File: src/rtl/design_interface_if.sv
// -----------------------------------------------------------------------------
// design_interface_if
//   Bundle between the datapath and the 4-digit seven-segment scan driver.
//
//   Signals:
//     value    [15:0]  display data, nibble i shown on digit i (digit 0 rightmost)
//     dots     [3:0]   decimal-point requests, active-high, one per digit
//     selector [3:0]   one-hot, active-high index of the lit digit
//     digit    [7:0]   anode enables, active-low; [7:4] always high
//     segment  [7:0]   cathodes, active-low, {dp,g,f,e,d,c,b,a}
//
//   Modports:
//     master  datapath side: drives value/dots, observes display lines
//     slave   display driver side: consumes value/dots, drives display lines
// -----------------------------------------------------------------------------
interface design_interface_if;
    logic [15:0] value;
    logic [3:0]  dots;
    logic [3:0]  selector;
    logic [7:0]  digit;
    logic [7:0]  segment;

    modport master (
        output value,
        output dots,
        input  selector,
        input  digit,
        input  segment
    );

    modport slave (
        input  value,
        input  dots,
        output selector,
        output digit,
        output segment
    );
endinterface

File: src/rtl/design_interface.sv
// -----------------------------------------------------------------------------
// design_interface
//   Time-multiplexed driver for a 4-digit common-anode seven-segment display.
//   A free-running prescaler advances a 2-bit scan index; every clock the
//   anode, selector and cathode lines are re-registered from the current scan
//   index and the current value/dots, so anode and cathode always switch on
//   the same edge and input changes show up one clock later.
//
//   Parameters:
//     REFRESH_BITS  prescaler width; each digit is lit for 2**REFRESH_BITS clocks
//
//   Ports:
//     clock  in   system clock, rising edge
//     reset  in   asynchronous reset, active low (all outputs dark)
//     bus    slave side of design_interface_if (value, dots in;
//            selector, digit, segment out)
//
//   Build option:
//     LEADING_ZERO_BLANK_EN  when defined, digits 3..1 are blanked while every
//                            nibble from that digit upward is zero and the
//                            digit's own dot is off. Digit 0 is always shown.
// -----------------------------------------------------------------------------

// Per-digit cathode pattern: hex decode plus decimal point, or fully dark.
module design_interface_digit (
    input  logic [3:0] nibble,
    input  logic       dot,
    input  logic       blank,
    output logic [7:0] pattern
);
    logic [6:0] seg7;

    // Active-low g..a
    always_comb begin
        seg7 = 7'h7F;
        case (nibble)
            4'h0: seg7 = 7'h40;
            4'h1: seg7 = 7'h79;
            4'h2: seg7 = 7'h24;
            4'h3: seg7 = 7'h30;
            4'h4: seg7 = 7'h19;
            4'h5: seg7 = 7'h12;
            4'h6: seg7 = 7'h02;
            4'h7: seg7 = 7'h78;
            4'h8: seg7 = 7'h00;
            4'h9: seg7 = 7'h10;
            4'hA: seg7 = 7'h08;
            4'hB: seg7 = 7'h03;
            4'hC: seg7 = 7'h46;
            4'hD: seg7 = 7'h21;
            4'hE: seg7 = 7'h06;
            4'hF: seg7 = 7'h0E;
            default: seg7 = 7'h7F;
        endcase
    end

    assign pattern = blank ? 8'hFF : {~dot, seg7};
endmodule

module design_interface #(
    parameter int REFRESH_BITS = 8
) (
    input  logic               clock,
    input  logic               reset,
    design_interface_if.slave  bus
);
    localparam int NUM_DIGITS = 4;

    logic [REFRESH_BITS-1:0]          prescaler;
    logic [1:0]                       scan_idx;
    logic [NUM_DIGITS-1:0][7:0]       pattern;
    logic [NUM_DIGITS-1:0]            sel_next;

    logic [3:0]                       selector_q;
    logic [7:0]                       digit_q;
    logic [7:0]                       segment_q;

    // Decode every digit in parallel; the scan index just picks one.
    for (genvar gi = 0; gi < NUM_DIGITS; gi++) begin : g_digit
        logic blank;

        if (gi == 0) begin : g_first
            // The rightmost digit always shows something, even for value 0.
            assign blank = 1'b0;
        end else begin : g_upper
`ifdef LEADING_ZERO_BLANK_EN
            // A lit dot keeps the digit visible even when it is a leading zero.
            assign blank = (bus.value[15:4*gi] == '0) && !bus.dots[gi];
`else
            assign blank = 1'b0;
`endif
        end

        design_interface_digit u_digit (
            .nibble  (bus.value[4*gi+3:4*gi]),
            .dot     (bus.dots[gi]),
            .blank   (blank),
            .pattern (pattern[gi])
        );
    end

    assign sel_next = 4'b0001 << scan_idx;

    // Scan counter: index steps when the prescaler is about to wrap.
    always_ff @(posedge clock or negedge reset) begin
        if (!reset) begin
            prescaler <= '0;
            scan_idx  <= 2'd0;
        end else begin
            prescaler <= prescaler + 1'b1;
            if (&prescaler)
                scan_idx <= scan_idx + 1'b1;
        end
    end

    // Anodes and cathodes are registered together from the same index so a
    // digit never briefly shows its neighbour's pattern.
    always_ff @(posedge clock or negedge reset) begin
        if (!reset) begin
            selector_q <= 4'b0000;
            digit_q    <= 8'hFF;
            segment_q  <= 8'hFF;
        end else begin
            selector_q <= sel_next;
            digit_q    <= {4'hF, ~sel_next};
            segment_q  <= pattern[scan_idx];
        end
    end

    assign bus.selector = selector_q;
    assign bus.digit    = digit_q;
    assign bus.segment  = segment_q;
endmodule

File: src/flat_wrapper.sv
// flat-port wrapper written by rule: the top's interface ports become plain ports
module design_interface_flat 
#(
    parameter int REFRESH_BITS = 8
)
  (clock, reset, bus_value, bus_dots, bus_selector, bus_digit, bus_segment);
  design_interface_if bus_i ();
  input  logic clock;
  input  logic reset;
  input wire logic [$bits(bus_i.value)-1:0] bus_value;
  input wire logic [$bits(bus_i.dots)-1:0] bus_dots;
  output wire logic [$bits(bus_i.selector)-1:0] bus_selector;
  output wire logic [$bits(bus_i.digit)-1:0] bus_digit;
  output wire logic [$bits(bus_i.segment)-1:0] bus_segment;
  assign bus_i.value = bus_value;
  assign bus_i.dots = bus_dots;
  assign bus_selector = bus_i.selector;
  assign bus_digit = bus_i.digit;
  assign bus_segment = bus_i.segment;
  design_interface #(.REFRESH_BITS(REFRESH_BITS)) u_core (.clock(clock), .reset(reset), .bus(bus_i));
endmodule
File: config.mk
export PLATFORM = sky130hd
export DESIGN_NAME = design_interface_flat
export DESIGN_NICKNAME = d
export VERILOG_FILES = /design/src/rtl/design_interface_if.sv /design/src/rtl/design_interface.sv /design/src/flat_wrapper.sv
export SDC_FILE = /design/constraint.sdc
export NUM_CORES = 1
export LEC_CHECK = 0
export CORE_MARGIN = 3
export CORE_UTILIZATION = 47
export DETAILED_ROUTE_END_ITERATION = 8
export PLACE_DENSITY = 0.85
export SKIP_LAST_GASP = 1
export SLEW_MARGIN = 10
export SYNTH_ARGS = -nofsm -noshare
export SYNTH_HDL_FRONTEND = slang
export SYNTH_SLANG_ARGS = --single-unit
File: constraint.sdc
create_clock -name clock -period 2.01 [get_ports clock]
set_input_delay 0.402 -clock clock [delete_from_list [all_inputs] [get_ports clock]]
set_output_delay 0.402 -clock clock [all_outputs]
set_load 0.005 [all_outputs]
==> reports/qor.yml <==
outcome:
  status: "completed"
worst_setup_path:
  path_class: "input pin to register"
  crit_arrival_ps: 2060
  reg2reg_slack_ps: 420
  cp_cell_sequence: "clkdlybuf4s50_1 > inv_1 > buf_4 > ha_1 > mux2_2 > a221oi_1 > o31ai_1"
  critPathMaxStageDelay_ps: 480
  worst_setup_path_start_kind: "input pin"
  slowest_stage: "clkdlybuf4s50_1"
  crit_path_max_fanout: 3
  cp.required_ps: 2200
  crit_path_end_kind: "register"
clocking:
  post_cts_buffers: 0
  clk_pin_slew_ps: 90
  cts_buffers: 3
  clock-root-buffer: "clkbuf_8"
  cts_max_path_buffers: 2
  ctsHoldBuffers: 0
  clock_sinks: 26
  cts_tree: "done"
  cts_resized: 0
  clk_latency_ps: 270
  cts_max_level: 1
route:
  final_antenna_net_count: 0
  via_per_inst: 5.40
  initialDrtViolationCount: 124
  first_pass_iters: 4
  avgRoutedWirePerCell_um: 14.3
  vias: 1739
  drc_errors: 0
  routed_wl_um: 4600
logic_synthesis:
  yosysWarnings: 0
  syn_avg_cell_area_sq_um: 10.4
  ys_seq_area_share_pct: 30.9
  synth_edf_count: 0
  syn-instance-count: 207
  ys.flop_type: "dfrtp_1"
  synth_area_sq_um: 2160
  synth-seq-cells: 26
  synth_cell_types: 39
  synth-async-reset-ratio_pct: 100
timing:
  finClkSkew_ps: 1.91
  fin_ws_ps: 140
  fmax_ghz: 0.535
  whs_ps: 485
  fin_crit_sh_pct: 93.0
  setup_violations: 0
  report.final.slew_viol_count: 0
  rsz0062_at_grt: "no"
  hold_viol_final: 0
  period_needed_ps: 1870
power_and_ir_drop:
  cellPowerDensity_nw_per_um2: 462
  ir_drop_uv: 291
  leakage_nw: 1.35
global_route:
  grt-ovfl-total: 0
  track_usage_pct: 17.0
  grt_max_degree: 27
  grt_pass1_wl_um: 7340
  first_global_vias: 1611
  antenna_found_initial: 0
placement:
  portBuffers: 37
  place_ws_ps: -158
  dp_hpwl_um: 3590
  gp_congestion: 0.827
finish:
  area_growth_syn_to_layout_pct: 32.0
  multi_input_comb_area_sq_um: 1330
  final_nets: 326
  regArea_sq_um: 666
  antenna_cells: 0
  nFillCells: 357
  drive_gt1_share_pct: 24.1
floorplanning:
  die_h_um: 73.7
  die_w_um: 73.7
  start_util_pct: 49.2
  rows: 24
  core_area_sq_um: 4380
  die_area_sq_um: 5440
  io_pins: 42
run:
  max-cap-violations: 0
hold_path:
  hold_class: "register to register"
==> Yosys cell counts (3+ instances only) <==
library cell,number,area (sq um)
a21oi_1,4,20.0
dfrtp_1,14,350
xnor2_1,4,35.0
o31ai_1,4,30.0
mux4_2,6,135
ha_1,33,413
a221oi_1,5,43.8
buf_4,6,45.0
clkbuf_1,3,11.3
o22ai_1,4,25.0
nor2_1,16,60.1
mux2i_1,16,160
xor2_1,3,26.3
nor3_1,5,25.0
nand3_1,4,20.0
dfstp_2,12,315
buf_2,3,15.0
inv_1,19,71.3
a32o_1,4,40.0
mux2_2,8,90.1
nand2_1,9,33.8
==> cells in the final DEF (no fill, tap or decap), drive strengths merged, types with 2 or more instances in the layout <==
cell type	count
nand2	9
a31oi	2
conb	4
clkbuf	3
a221oi	5
ha	33
mux2	8
inv	20
a21oi	4
nor2b	2
buf	34
xor2	3
nand2b	2
mux2i	16
clkdlybuf4s50	37
nor3	5
nand3b	2
o31ai	4
nand3	4
nor2	16
dfstp	12
dfrtp	14
xnor2	4
o22ai	4
o21ai	2
mux4	7
a211oi	2
a32o	4
==> routing by layer <==
metal | vias to the layer above | routed length [um] | GRT usage, %
met1 | 825 | 2030 | 22.9
li1 | 845 | - | -
met2 | 57 | 2240 | 28.2
met5 | - | 0 | 0
met4 | 0 | 107 | 5.43
met3 | 12 | 222 | 1.92
==> sequential cells by signal, indices dropped and copies added, names as in the netlist <==
register             cells
u_core.bus.digit         4
u_core.bus.selector      4
u_core.scan_idx          2
u_core.prescaler         8
u_core.bus.segment       8
==> kinds of logic after synthesis <==
family	synth area share [%]
AO/OA/AOI/OAI	11.0
XOR/XNOR	2.84
AND/OR/NAND/NOR	8.87
multiplexers	19.1
buffers and inverters	8.00
other	0.174
flip-flops	30.9
adder cells (fa/ha/maj)	19.1
==> worst max-delay path: cells and delay by family <==
family,cells,cell delay (ps)
buffers and inverters,3,700
AOI/OAI and AO/OA,2,470
muxes,1,280
adders and majority gates,1,210
==> path summary, 6_finish.rpt <==
kind                                          start                     end  depth (start not counted)
worst min register to register  u_core.prescaler[7]     u_core.prescaler[7]                          1
worst min-delay path            u_core.prescaler[7]     u_core.prescaler[7]                          1
worst max register to register   u_core.scan_idx[1]      u_core.scan_idx[1]                          3
min in group asynchronous                     reset  u_core.bus.selector[2]                          2
worst max-delay path                  bus_value[12]   u_core.bus.segment[6]                          7
max in group asynchronous                     reset   u_core.bus.segment[1]                          2
==> area by class of cell <==
type                            count  share of cell area (%)
Multi-Input combinational cell    149                    46.8
Sequential cell                    26                    23.4
Timing Repair Buffer               71                    22.4
Inverter                           20                    2.64
Tap cell                           52                    2.29
Clock buffer                        3                    1.45
Clock inverter                      1                    1.05
==> power by group <==
part	switching [mW]	internal, mW
sequential	0.00547	0.546
combinational	0.148	0.191
clock	0.159	0.266
total	0.312	1.00
==> per-stage QoR <==
| step | total power [mW] | area (sq um) | instances | setup TNS (ps) | util [%] |
|---|---|---|---|---|---|
| after CTS | 1.32 | 2850 | 322 | 0 | 64.9 |
| final | 1.32 | 2850 | 322 | 0 | 64.9 |
| after global placement | 0.887 | 2770 | 318 | -587 | 63.3 |
| after detailed placement | 0.898 | 2770 | 318 | -768 | 63.3 |
| after floorplan | 0.730 | 2170 | 210 | 0 | - |
| after global routing | 1.38 | 2850 | 322 | 0 | 64.9 |
(Power assumes the default switching activity.)
